File: src/rtl/i2s_pkg.sv
`default_nettype none
// ============================================================================
//  Module      : i2s_pkg
//  Description : Shared constants and helpers for the I2S receive path.
//                Channel encoding (ws level), synchronizer depth and the
//                minimum ACLK/sck ratio the oversampling front end relies on.
//  Revision    : 1.0 - initial release
// ============================================================================
package i2s_pkg;

    // Level of ws for each channel; also the TLAST encoding of that channel.
    localparam logic CH_LEFT  = 1'b0;
    localparam logic CH_RIGHT = 1'b1;

    // Depth of the metastability synchronizer on every I2S line.
    localparam int SYNC_STAGES = 2;

    // ACLK must run at least this many times faster than sck so that every
    // sck high and low phase is seen by the synchronizer.
    localparam int MIN_OVERSAMPLE = 8;

    // Ceiling log2; used to size a counter that must hold values 0..N-1
    // when called with N (e.g. a bit counter 0..DATA_WIDTH uses DATA_WIDTH+1).
    function automatic int clog2(input int value);
        int result;
        result = 0;
        for (int i = 0; i < 31; i++) begin
            if ((1 << i) < value) begin
                result = i + 1;
            end
        end
        return result;
    endfunction

endpackage
`default_nettype wire

File: src/rtl/i2s_receiver_if.sv
`default_nettype none
// ============================================================================
//  Module      : i2s_receiver_if
//  Description : AXI4-Stream bundle carrying stereo samples out of the I2S
//                receiver. Left word has TLAST=0, right word TLAST=1.
//  Ports       : TVALID, TDATA[DATA_WIDTH-1:0], TLAST  (master -> slave)
//                TREADY                               (slave  -> master)
//  Revision    : 1.0 - initial release
// ============================================================================
interface i2s_receiver_if #(
    parameter int DATA_WIDTH = 32
);

    logic                  TVALID;
    logic [DATA_WIDTH-1:0] TDATA;
    logic                  TLAST;
    logic                  TREADY;

    modport master (
        output TVALID,
        output TDATA,
        output TLAST,
        input  TREADY
    );

    modport slave (
        input  TVALID,
        input  TDATA,
        input  TLAST,
        output TREADY
    );

endinterface
`default_nettype wire

File: src/rtl/i2s_line_sync.sv
`default_nettype none
// ============================================================================
//  Module      : i2s_line_sync
//  Description : Oversampling front end for I2S-facing blocks. One bit-clock
//                lane and WIDTH data lanes go through the same SYNC_STAGES
//                flop chain so all lanes stay mutually aligned; a further
//                register on the clock lane yields a one-cycle rise strobe.
//  Ports       : clk          system clock
//                rst_n        asynchronous active-low reset
//                i_clk_line   asynchronous bit clock (e.g. sck)
//                i_data       asynchronous data lanes (e.g. {sd, ws})
//                o_data       synchronized data lanes
//                o_rise       1 for one clk cycle per rising edge of i_clk_line
//  Revision    : 1.0 - initial release
// ============================================================================
module i2s_line_sync
    import i2s_pkg::*;
#(
    parameter int WIDTH = 2
) (
    input  wire logic             clk,
    input  wire logic             rst_n,
    input  wire logic             i_clk_line,
    input  wire logic [WIDTH-1:0] i_data,
    output logic      [WIDTH-1:0] o_data,
    output logic                  o_rise
);

    // Bit 0 of every stage is the clock lane, bits WIDTH:1 the data lanes.
    logic [WIDTH:0] r_stage [SYNC_STAGES];
    logic           r_clk_prev;

    always_ff @(posedge clk or negedge rst_n) begin
        if (!rst_n) begin
            for (int i = 0; i < SYNC_STAGES; i++) begin
                r_stage[i] <= '0;
            end
            r_clk_prev <= 1'b0;
        end else begin
            r_stage[0] <= {i_data, i_clk_line};
            for (int i = 1; i < SYNC_STAGES; i++) begin
                r_stage[i] <= r_stage[i-1];
            end
            r_clk_prev <= r_stage[SYNC_STAGES-1][0];
        end
    end

    assign o_data = r_stage[SYNC_STAGES-1][WIDTH:1];
    assign o_rise = r_stage[SYNC_STAGES-1][0] & ~r_clk_prev;

endmodule
`default_nettype wire

File: src/rtl/i2s_receiver.sv
`default_nettype none
// ============================================================================
//  Module      : i2s_receiver
//  Description : I2S slave receiver. Oversamples sck/ws/sd in the ACLK domain,
//                frames standard I2S words (data one bit after ws change),
//                left-justifies them into DATA_WIDTH and streams stereo pairs
//                out over AXI4-Stream through a 2-entry FIFO. Pairs that do
//                not fit are dropped whole and flagged in a sticky overrun.
//  Ports       : M_AXIS_ACLK     system clock (>= 8x sck)
//                M_AXIS_ARESETN  asynchronous active-low reset
//                M_AXIS          AXI4-Stream master (TVALID/TDATA/TLAST/TREADY)
//                sck, ws, sd     asynchronous I2S lines from the codec
//                clear_overrun   single-cycle pulse, clears overrun
//                overrun         sticky: a stereo pair was dropped
//  Revision    : 1.0 - initial release
// ============================================================================
module i2s_receiver
    import i2s_pkg::*;
#(
    parameter int DATA_WIDTH = 32
) (
    input  wire logic      M_AXIS_ACLK,
    input  wire logic      M_AXIS_ARESETN,
    i2s_receiver_if.master M_AXIS,
    input  wire logic      sck,
    input  wire logic      ws,
    input  wire logic      sd,
    input  wire logic      clear_overrun,
    output logic           overrun
);

    localparam int CNT_W = clog2(DATA_WIDTH + 1);

    localparam logic [DATA_WIDTH-1:0] c_MSB_MASK = {1'b1, {(DATA_WIDTH-1){1'b0}}};
    localparam logic [CNT_W-1:0]      c_FULL     = CNT_W'(DATA_WIDTH);

    // ------------------------------------------------------------------
    // Input synchronization
    // ------------------------------------------------------------------
    logic [1:0] w_lines_s;
    logic       w_rise;
    logic       w_ws_s;
    logic       w_sd_s;

    i2s_line_sync #(
        .WIDTH (2)
    ) u_line_sync (
        .clk        (M_AXIS_ACLK),
        .rst_n      (M_AXIS_ARESETN),
        .i_clk_line (sck),
        .i_data     ({sd, ws}),
        .o_data     (w_lines_s),
        .o_rise     (w_rise)
    );

    assign w_ws_s = w_lines_s[0];
    assign w_sd_s = w_lines_s[1];

    // ------------------------------------------------------------------
    // Word framing state
    // ------------------------------------------------------------------
    logic [DATA_WIDTH-1:0] r_shreg;
    logic [CNT_W-1:0]      r_count;
    logic                  r_ws_prev;
    logic                  r_armed;
    logic                  r_left_ok;   // left of the current pair was accepted

    // ------------------------------------------------------------------
    // Output FIFO state: entries are {TLAST, data}
    // ------------------------------------------------------------------
    logic [DATA_WIDTH:0] r_mem [2];
    logic                r_wr_ptr;
    logic                r_rd_ptr;
    logic [1:0]          r_fifo_cnt;

    // ------------------------------------------------------------------
    // Combinational framing / acceptance decisions
    // ------------------------------------------------------------------
    logic [DATA_WIDTH-1:0] w_mask;
    logic [DATA_WIDTH-1:0] w_word;
    logic                  w_edge;
    logic                  w_emit;
    logic                  w_is_left;
    logic                  w_pop;
    logic [1:0]            w_cnt_after_pop;
    logic                  w_push_left;
    logic                  w_push_right;
    logic                  w_push;
    logic                  w_drop;

    always_comb begin
        // Shifting the MSB mask by the bit count selects the bit to write;
        // once count reaches DATA_WIDTH the mask is all zeros, so surplus
        // bits of a long frame fall away without a separate compare.
        w_mask          = c_MSB_MASK >> r_count;
        w_word          = r_shreg | (w_mask & {DATA_WIDTH{w_sd_s}});
        w_edge          = w_rise && (w_ws_s != r_ws_prev);
        w_emit          = w_edge && r_armed;
        w_is_left       = (r_ws_prev == CH_LEFT);
        w_pop           = (r_fifo_cnt != 2'd0) && M_AXIS.TREADY;
        w_cnt_after_pop = r_fifo_cnt - {1'b0, w_pop};
        // A left word only starts a pair when the FIFO will be empty, which
        // leaves the second slot guaranteed for its right partner.
        w_push_left     = w_emit && w_is_left && (w_cnt_after_pop == 2'd0);
        w_drop          = w_emit && w_is_left && (w_cnt_after_pop != 2'd0);
        w_push_right    = w_emit && !w_is_left && r_left_ok;
        w_push          = w_push_left || w_push_right;
    end

    // ------------------------------------------------------------------
    // Word framing
    // ------------------------------------------------------------------
    always_ff @(posedge M_AXIS_ACLK or negedge M_AXIS_ARESETN) begin
        if (!M_AXIS_ARESETN) begin
            r_shreg   <= '0;
            r_count   <= '0;
            r_ws_prev <= CH_LEFT;
            r_armed   <= 1'b0;
            r_left_ok <= 1'b0;
        end else if (w_rise) begin
            if (w_edge) begin
                r_shreg   <= '0;
                r_count   <= '0;
                r_armed   <= 1'b1;
                r_ws_prev <= w_ws_s;
            end else begin
                r_shreg <= w_word;
                if (r_count < c_FULL) begin
                    r_count <= r_count + CNT_W'(1);
                end
            end
            // Every emitted word settles the pairing: a left word records
            // whether it got in, a right word closes the pair.
            if (w_emit) begin
                r_left_ok <= w_push_left;
            end
        end
    end

    // ------------------------------------------------------------------
    // Output FIFO
    // ------------------------------------------------------------------
    always_ff @(posedge M_AXIS_ACLK or negedge M_AXIS_ARESETN) begin
        if (!M_AXIS_ARESETN) begin
            for (int i = 0; i < 2; i++) begin
                r_mem[i] <= '0;
            end
            r_wr_ptr   <= 1'b0;
            r_rd_ptr   <= 1'b0;
            r_fifo_cnt <= 2'd0;
        end else begin
            if (w_push) begin
                r_mem[r_wr_ptr] <= {~w_is_left, w_word};
                r_wr_ptr        <= ~r_wr_ptr;
            end
            if (w_pop) begin
                r_rd_ptr <= ~r_rd_ptr;
            end
            r_fifo_cnt <= w_cnt_after_pop + {1'b0, w_push};
        end
    end

    assign M_AXIS.TVALID = (r_fifo_cnt != 2'd0);
    assign M_AXIS.TDATA  = r_mem[r_rd_ptr][DATA_WIDTH-1:0];
    assign M_AXIS.TLAST  = r_mem[r_rd_ptr][DATA_WIDTH];

    // ------------------------------------------------------------------
    // Sticky overrun; a drop in the same cycle as a clear keeps it set
    // ------------------------------------------------------------------
    always_ff @(posedge M_AXIS_ACLK or negedge M_AXIS_ARESETN) begin
        if (!M_AXIS_ARESETN) begin
            overrun <= 1'b0;
        end else if (w_drop) begin
            overrun <= 1'b1;
        end else if (clear_overrun) begin
            overrun <= 1'b0;
        end
    end

endmodule
`default_nettype wire
File: src/flat_wrapper.sv
// flat-port wrapper written by rule: the top's interface ports become plain ports
module i2s_receiver_flat import i2s_pkg::*;
#(
    parameter int DATA_WIDTH = 32
)
  (M_AXIS_ACLK, M_AXIS_ARESETN, sck, ws, sd, clear_overrun, overrun, M_AXIS_TVALID, M_AXIS_TDATA, M_AXIS_TLAST, M_AXIS_TREADY);
  i2s_receiver_if #(.DATA_WIDTH(DATA_WIDTH)) M_AXIS_i ();
  input  wire logic M_AXIS_ACLK;
  input  wire logic M_AXIS_ARESETN;
  input  wire logic sck;
  input  wire logic ws;
  input  wire logic sd;
  input  wire logic clear_overrun;
  output logic overrun;
  output wire logic [$bits(M_AXIS_i.TVALID)-1:0] M_AXIS_TVALID;
  output wire logic [$bits(M_AXIS_i.TDATA)-1:0] M_AXIS_TDATA;
  output wire logic [$bits(M_AXIS_i.TLAST)-1:0] M_AXIS_TLAST;
  input wire logic [$bits(M_AXIS_i.TREADY)-1:0] M_AXIS_TREADY;
  assign M_AXIS_TVALID = M_AXIS_i.TVALID;
  assign M_AXIS_TDATA = M_AXIS_i.TDATA;
  assign M_AXIS_TLAST = M_AXIS_i.TLAST;
  assign M_AXIS_i.TREADY = M_AXIS_TREADY;
  i2s_receiver #(.DATA_WIDTH(DATA_WIDTH)) u_core (.M_AXIS_ACLK(M_AXIS_ACLK), .M_AXIS_ARESETN(M_AXIS_ARESETN), .M_AXIS(M_AXIS_i), .sck(sck), .ws(ws), .sd(sd), .clear_overrun(clear_overrun), .overrun(overrun));
endmodule
File: config.mk
export PLATFORM = sky130hd
export DESIGN_NAME = i2s_receiver_flat
export DESIGN_NICKNAME = d
export VERILOG_FILES = /design/src/rtl/i2s_pkg.sv /design/src/rtl/i2s_receiver_if.sv /design/src/rtl/i2s_line_sync.sv /design/src/rtl/i2s_receiver.sv /design/src/flat_wrapper.sv
export SDC_FILE = /design/constraint.sdc
export NUM_CORES = 1
export LEC_CHECK = 0
export CORE_MARGIN = 2
export CORE_UTILIZATION = 35
export CTS_BUF_LIST = sky130_fd_sc_hd__clkbuf_4
export CTS_CLUSTER_DIAMETER = 40
export DETAILED_ROUTE_END_ITERATION = 16
export DONT_BUFFER_PORTS = 1
export PLACE_DENSITY = 0.54
export SLEW_MARGIN = 30
export SYNTH_ARGS = -nofsm -noshare
export SYNTH_HDL_FRONTEND = slang
export SYNTH_SLANG_ARGS = --single-unit
File: constraint.sdc
create_clock -name M_AXIS_ACLK -period 2.6 [get_ports M_AXIS_ACLK]
set_clock_uncertainty 0.2 [all_clocks]
set_input_delay 0.52 -clock M_AXIS_ACLK [delete_from_list [all_inputs] [get_ports M_AXIS_ACLK]]
set_output_delay 0.52 -clock M_AXIS_ACLK [all_outputs]
set_load 0.1 [all_outputs]
==> results of run 1 <==
## registers in the layout (all words and copies together) (netlist names), 2 cells and up
signal,cells
u_core.r_count,6
u_core.r_fifo_cnt,2
u_core.r_mem,66
u_core.r_shreg,32
u_core.u_line_sync.o_data,2
u_core.u_line_sync.r_stage,4
## power breakdown
part           switching (mW)  internal (mW)  total, mW
Sequential              0.176           2.05       2.22
Clock                   0.665          0.483       1.15
Combinational            1.13          0.791       1.92
Total                    1.97           3.32       5.29
## final timing paths
kind | cells after the start | start | end
min in group M_AXIS_ACLK | 2 | M_AXIS_TREADY | u_core.r_rd_ptr$_DFFE_PN0P_
hold / removal | 0 | M_AXIS_ARESETN | u_core.r_mem[61]$_DFFE_PN0P_
hold reg to reg | 0 | u_core.u_line_sync.r_stage[4]$_DFF_PN0_ | u_core.u_line_sync.o_data[0]$_DFF_PN0_
setup reg to reg | 7 | u_core.r_fifo_cnt[1]$_DFF_PN0_ | u_core.r_mem[53]$_DFFE_PN0P_
max in group asynchronous | 0 | M_AXIS_ARESETN | u_core.r_mem[1]$_DFFE_PN0P_
setup / recovery | 7 | u_core.r_fifo_cnt[1]$_DFF_PN0_ | u_core.r_mem[53]$_DFFE_PN0P_
## area by class of cell
type / instances / area, um2 / area share
sequential: 119 / 2980 / 0.429
multi-input combinational: 277 / 2530 / 0.364
timing repair buffer: 57 / 888 / 0.128
tap: 211 / 264 / 0.0381
clock buffer: 20 / 150 / 0.0216
clock inverter: 11 / 85.1 / 0.0123
inverter: 12 / 45.0 / 0.00649
## timing repair
| item | 4_1_cts | 5_1_grt |
|---|---|---|
| resized for setup | 0 | 0 |
| setup endpoints to repair | 0 | 0 |
| setup buffers | 0 | 0 |
| hold endpoints to repair | 123 | 119 |
## worst max-delay path: cells and delay by family, from the launching register on
family / cells / cell delay (ns)
fa+ha+maj: 1 / 0.28
buf+inv: 1 / 0.26
mux: 1 / 0.36
compound gates: 1 / 0.29
flops: 1 / 0.39
simple gates: 3 / 0.57
## logic make-up (layout without fill, tap and decap cells)
| group | after synthesis | after routing |
|---|---|---|
| flops | 119 | 119 |
| fa+ha+maj | 8 | 8 |
| mux | 97 | 97 |
| simple gates | 86 | 86 |
| xor+xnor | 6 | 6 |
| compound gates | 80 | 80 |
| buf+inv | 38 | 100 |
## stage by stage
step,TNS (ns),hold WS [ns],util
after global routing,0,-0.604,0.453
final,0,-0.517,0.453
after global placement,0,0.0290,0.435
after detailed placement,0,0.0280,0.435
after CTS,0,-0.574,0.453
after floorplan,-0.448,0.0244,-
## cells in the mapped netlist (all sizes together)
master,number
nor2,33
and3b,1
nand4bb,1
or4b,1
and3,1
or2,2
nand3,2
and2,2
or3,1
ha,8
nor3b,2
mux2i,1
nand3b,2
xor2,2
mux2,96
nand4b,2
a211oi,2
nand2,8
o22ai,3
nor4b,1
and4b,7
a41oi,4
or4,2
nor4bb,8
nand2b,1
a31oi,4
a41o,1
xnor2,4
inv,12
nor2b,9
dfrtp,119
a21boi,2
o32ai,2
a21oi,28
clkbuf,13
buf,13
a21o,29
o21ai,3
a31o,2
## per-layer routing
layer | routed length (um) | vias up | track usage
li1 | - | 1661 | -
met1 | 5450 | 1843 | 0.209
met2 | 5780 | 68 | 0.246
met3 | 501 | 11 | 0.0438
met4 | 127 | 0 | 0.0525
met5 | 0 | - | 0
==> run_results.csv, run 1 <==
group,metric,value,unit
run_status,status,"finished, violations left",
run_status,violations,"negative hold slack",
clocking,cts_buffers,17,
floorplan,die_y,130,um
clocking,clkTransAtPathRegs,0.11,ns
routing,drc,0,
floorplan,fp-row-count,45,
finish,syn_to_final_growth,25.8,%
sta,slew_violations,0,
synth,synthesis.nets,449,
critical_path,startpoint_type,"flop",
finish,antenna_cells,0,
floorplan,die_w,130,um
clocking,cts_max_path_buffers,2,
routing,detail-route-antenna-nets,0,
sta,worstMarginPinSlew,0.691,ns
sta,whs,-0.517,ns
critical_path,worst_ep_required_time,2.81,ns
routing,drt-total-wl,11900,um
power,p_total,5.29,mW
grt,grt_pass1_vias,3708,
critical_path,critPathArrivalTime,2.71,ns
synth,ys_seq_area_frac,0.540,
synth,syn_area_per_cell,12.7,um2
floorplan,dieArea,0.0168,mm2
synth,ys_types,44,
synth,synth_top_area_frac,0.540,
sta,period_minus_slack,2.49,ns
power,p_leak,3.47,nW
clocking,cts_tree,"yes",
synth,synth_area_leaders,"dfrtp_1 (54%), mux2_2 (19%), a21o_1 (3.9%), a21oi_1 (2.5%), nor2_1 (2.2%)",
place,place_ws,0.100,ns
synth,synth_area_leader_cell,"dfrtp_1",
floorplan,start_util,0.360,
clocking,root_buffer,"clkbuf_4",
place,dp_hpwl,7860,um
finish,final_cell_mix,"dfrtp_1 (119), mux2_2 (52), mux2_4 (44), buf_12 (36), nor2_1 (33)",
sta,rsz0062_at_grt,"false",
grt,grt_overflow,0,
power,vdd_drop_max,759,uV
critical_path,endpoint_kind,"flop",
grt,grtUsageTotal,0.156,
finish,fill_cells,1416,
floorplan,ios,42,
routing,wl_per_cell,16.8,um
place,placed_area,0.00666,mm2
critical_path,slowest_delay,0.39,ns
routing,viasPerCell,5.07,
finish,design_area,0.00694,mm2
synth,ys_seq_elements,119,
sta,setup_ws,0.108,ns
routing,drt_iter0_drc,196,
grt,grt_pass1_wl,19900,um
critical_path,critPathMaxFanout,28,
grt,grt_max_degree,120,
place,numPortBuffers,0,
sta,timing.fmax,0.401,GHz
sta,setup_viol,0,
power,power.density,763,mW/mm2
hold_path,hold_path.class,"in2async",
finish,num-nets-final,499,
clocking,clk_latency,0.52,ns
finish,final_common_cell,"dfrtp_1",
critical_path,cpMaxStageDelayCell,"dfrtp_1",
clocking,h-tree-depth,4,
finish,drive_gt1_frac,0.379,
routing,dr.pass1.iters,4,
synth,synth_top_family_by_area,"multiplexers",
synth,syn_area,0.00551,mm2
critical_path,crit_type,"reg2reg",
sta,hold_viol_final,119,
synth,synth_compound_area_frac,0.100,
synth,synth_fa_ha_area_frac,0.0182,
routing,via_count,3583,
clocking,clock-sinks,119,
synth,yosys_warnings,0,
synth,synth-simple-area-share,0.0987,
place,dp_cells,672,
sta,min_period_over_period,0.959,
grt,antenna_found_initial,0,
synth,yosys.area_share.xor_xnor,0.00953,
finish,post_layout_nonfiller_instances,707,
run,cap_violations,0,
critical_path,ff2ff_setup_slack,0.11,ns
synth,synth_mux_area_frac,0.198,
clocking,ctsHoldBuffers,4,
sta,slew_headroom,0.533,
critical_path,cp_cell_sequence,"or2_4 -> and2_4 -> ha_4 -> nand4bb_4 -> a211oi_4 -> buf_12 -> mux2_2",
place,gp_congestion,0.808,
floorplan,core_area,0.0153,mm2
synth,syn_inst,434,
Note: power is estimated with default switching activity, not from simulation.
==> run 2, diff against run 1 <==
--- a/config.mk
+++ b/config.mk
@@ -5,6 +5,7 @@
 export SDC_FILE = /design/constraint.sdc
 export NUM_CORES = 1
 export LEC_CHECK = 0
+export ABC_CLOCK_PERIOD_IN_PS = 2600
 export CORE_MARGIN = 2
 export CORE_UTILIZATION = 35
 export CTS_BUF_LIST = sky130_fd_sc_hd__clkbuf_4
==> results of run 2 <==
The final DEF is identical to that of run 1; final timing and power are the same.
==> run 3, diff against run 2 <==
--- a/config.mk
+++ b/config.mk
@@ -7,12 +7,12 @@
 export LEC_CHECK = 0
 export ABC_CLOCK_PERIOD_IN_PS = 2600
 export CORE_MARGIN = 2
-export CORE_UTILIZATION = 35
+export CORE_UTILIZATION = 45
 export CTS_BUF_LIST = sky130_fd_sc_hd__clkbuf_4
 export CTS_CLUSTER_DIAMETER = 40
 export DETAILED_ROUTE_END_ITERATION = 16
 export DONT_BUFFER_PORTS = 1
-export PLACE_DENSITY = 0.54
+export PLACE_DENSITY = 0.65
 export SLEW_MARGIN = 30
 export SYNTH_ARGS = -nofsm -noshare
 export SYNTH_HDL_FRONTEND = slang
==> run_results.csv, run 3 (synthesis results as in run 1) <==
group,metric,value,unit
run_status,status,"finished, violations left",
run_status,violations,"negative hold slack",
routing,drc,0,
grt,grt_overflow,0,
critical_path,crit_type,"reg2reg",
clocking,cts_tree,"yes",
finish,design_area,0.00704,mm2
floorplan,ios,42,
finish,fill_cells,943,
sta,worstMarginPinSlew,0.755,ns
finish,top_register,"u_core.r_mem",
grt,use_met3,0.0556,
routing,viasPerCell,5.56,
finish,largest_reg_flops,66,
place,dp_cells,606,
place,placed_area,0.00657,mm2
sta,period_minus_slack,2.56,ns
power,p_total,5.73,mW
critical_path,endpoint_kind,"flop",
finish,antenna_cells,0,
sta,slew_headroom,0.490,
finish,drive_gt1_frac,0.391,
place,gp_congestion,0.828,
sta,min_period_over_period,0.983,
critical_path,startpoint_type,"flop",
sta,rsz0062_at_grt,"true",
routing,drt_iter0_drc,278,
power,power.density,814,mW/mm2
sta,timing.fmax,0.391,GHz
power,p_leak,3.54,nW
grt,grt_pass1_vias,3773,
routing,wl_per_cell,18.7,um
critical_path,critPathArrivalTime,2.78,ns
sta,setup_viol,0,
grt,grtUsageTotal,0.195,
clocking,clkTransAtPathRegs,0.12,ns
finish,final-seq-area,0.00298,mm2
finish,reg_top3,"u_core.r_mem: 66 flops, u_core.r_shreg: 32 flops, u_core.r_count: 6 flops",
clocking,cts_max_path_buffers,2,
floorplan,dieArea,0.0132,mm2
routing,dr.pass1.iters,4,
clocking,ctsHoldBuffers,5,
clocking,clk_latency,0.54,ns
finish,num-nets-final,503,
finish,syn_to_final_growth,27.7,%
clocking,h-tree-depth,4,
finish,final_common_cell,"dfrtp_1",
floorplan,die_y,115,um
routing,detail-route-antenna-nets,0,
power,vdd_drop_max,944,uV
critical_path,slowest_delay,0.40,ns
finish,post_layout_nonfiller_instances,648,
clocking,cts_buffers,17,
finish,multi_input_area,0.00253,mm2
routing,via_count,3602,
critical_path,cpMaxStageDelayCell,"dfrtp_1",
floorplan,fp-row-count,40,
critical_path,worst_ep_required_time,2.83,ns
grt,grt_max_degree,120,
place,dp_hpwl,7590,um
sta,final.setup.tns,0,ns
routing,drt-total-wl,12100,um
sta,whs,-0.543,ns
hold_path,hold_path.class,"in2async",
grt,use_met2,0.307,
place,numPortBuffers,0,
sta,hold_viol_final,119,
run,cap_violations,0,
clocking,root_buffer,"clkbuf_4",
critical_path,cp_cell_sequence,"or2_4 -> and2_4 -> ha_4 -> nand4bb_4 -> a211oi_4 -> buf_6 -> clkbuf_16 -> mux2_4",
grt,grt_pass1_wl,19600,um
clocking,clock-sinks,119,
floorplan,die_w,115,um
finish,final_cell_mix,"dfrtp_1 (118), mux2_2 (52), mux2_4 (44), buf_12 (36), nor2_1 (33)",
grt,grt.busiest_layer,"met2",
floorplan,core_area,0.0120,mm2
grt,gr-usage-met1,0.257,
critical_path,critPathMaxFanout,15,
grt,antenna_found_initial,0,
sta,slew_violations,0,
floorplan,start_util,0.461,
==> run 3: critical path, delay by kind of cell (launching register included) <==
kind | cells | cell delay [ns]
mux | 1 | 0.31
simple gates | 3 | 0.56
buf+inv | 2 | 0.39
flops | 1 | 0.40
compound gates | 1 | 0.29
fa+ha+maj | 1 | 0.28
==> run 3: metrics by stage <==
stage | util | setup WS, ns
after global placement | 0.549 | 0.116
final | 0.589 | 0.0450
after global routing | 0.589 | -0.0292
after floorplan | - | -0.0304
after CTS | 0.581 | 0.0326
after detailed placement | 0.549 | 0.0500
==> run 3: final cells by class <==
type | count | share of cell area
repair buffers | 61 | 0.139
well taps | 147 | 0.0261
clock buffers | 17 | 0.0181
inverters | 12 | 0.00640
flip-flops and latches | 119 | 0.423
multi-input cells | 277 | 0.359
clock inverters | 15 | 0.0286
==> run 3: path summary, 6_finish.rpt <==
path / to / slack [ns] / from / depth (start not counted)
worst max-delay path: u_core.r_mem[4]$_DFFE_PN0P_ / 0.04 / u_core.r_fifo_cnt[1]$_DFF_PN0_ / 8
worst min-delay path: u_core.r_mem[55]$_DFFE_PN0P_ / -0.54 / M_AXIS_ARESETN / 0
worst max register to register: u_core.r_mem[4]$_DFFE_PN0P_ / 0.04 / u_core.r_fifo_cnt[1]$_DFF_PN0_ / 8
worst min register to register: u_core.u_line_sync.o_data[1]$_DFF_PN0_ / 0.16 / u_core.u_line_sync.r_stage[5]$_DFF_PN0_ / 0
max in group asynchronous: u_core.u_line_sync.r_stage[3]$_DFF_PN0_ / 2.53 / M_AXIS_ARESETN / 0
min in group M_AXIS_ACLK: u_core.u_line_sync.o_data[1]$_DFF_PN0_ / 0.16 / u_core.u_line_sync.r_stage[5]$_DFF_PN0_ / 0
==> run 3: metal layers <==
metal | wire (um) | vias up
met1 | 5480 | 1832
met5 | 0 | -
met3 | 523 | 18
li1 | - | 1664
met2 | 5940 | 88
met4 | 194 | 0
==> run 3: power by group <==
part,internal [mW],switching (mW)
clock network,0.766,0.762
registers,2.05,0.188
logic,0.831,1.13
total,3.65,2.08
==> run 3: what timing repair did <==
item                                   CTS  global route
gates cloned                             0             3
pin swaps                                0             1
setup endpoints to repair               31            38
endpoints found under the hold margin  124           119
resized for setup                        1             1
buffers inserted                         0             2
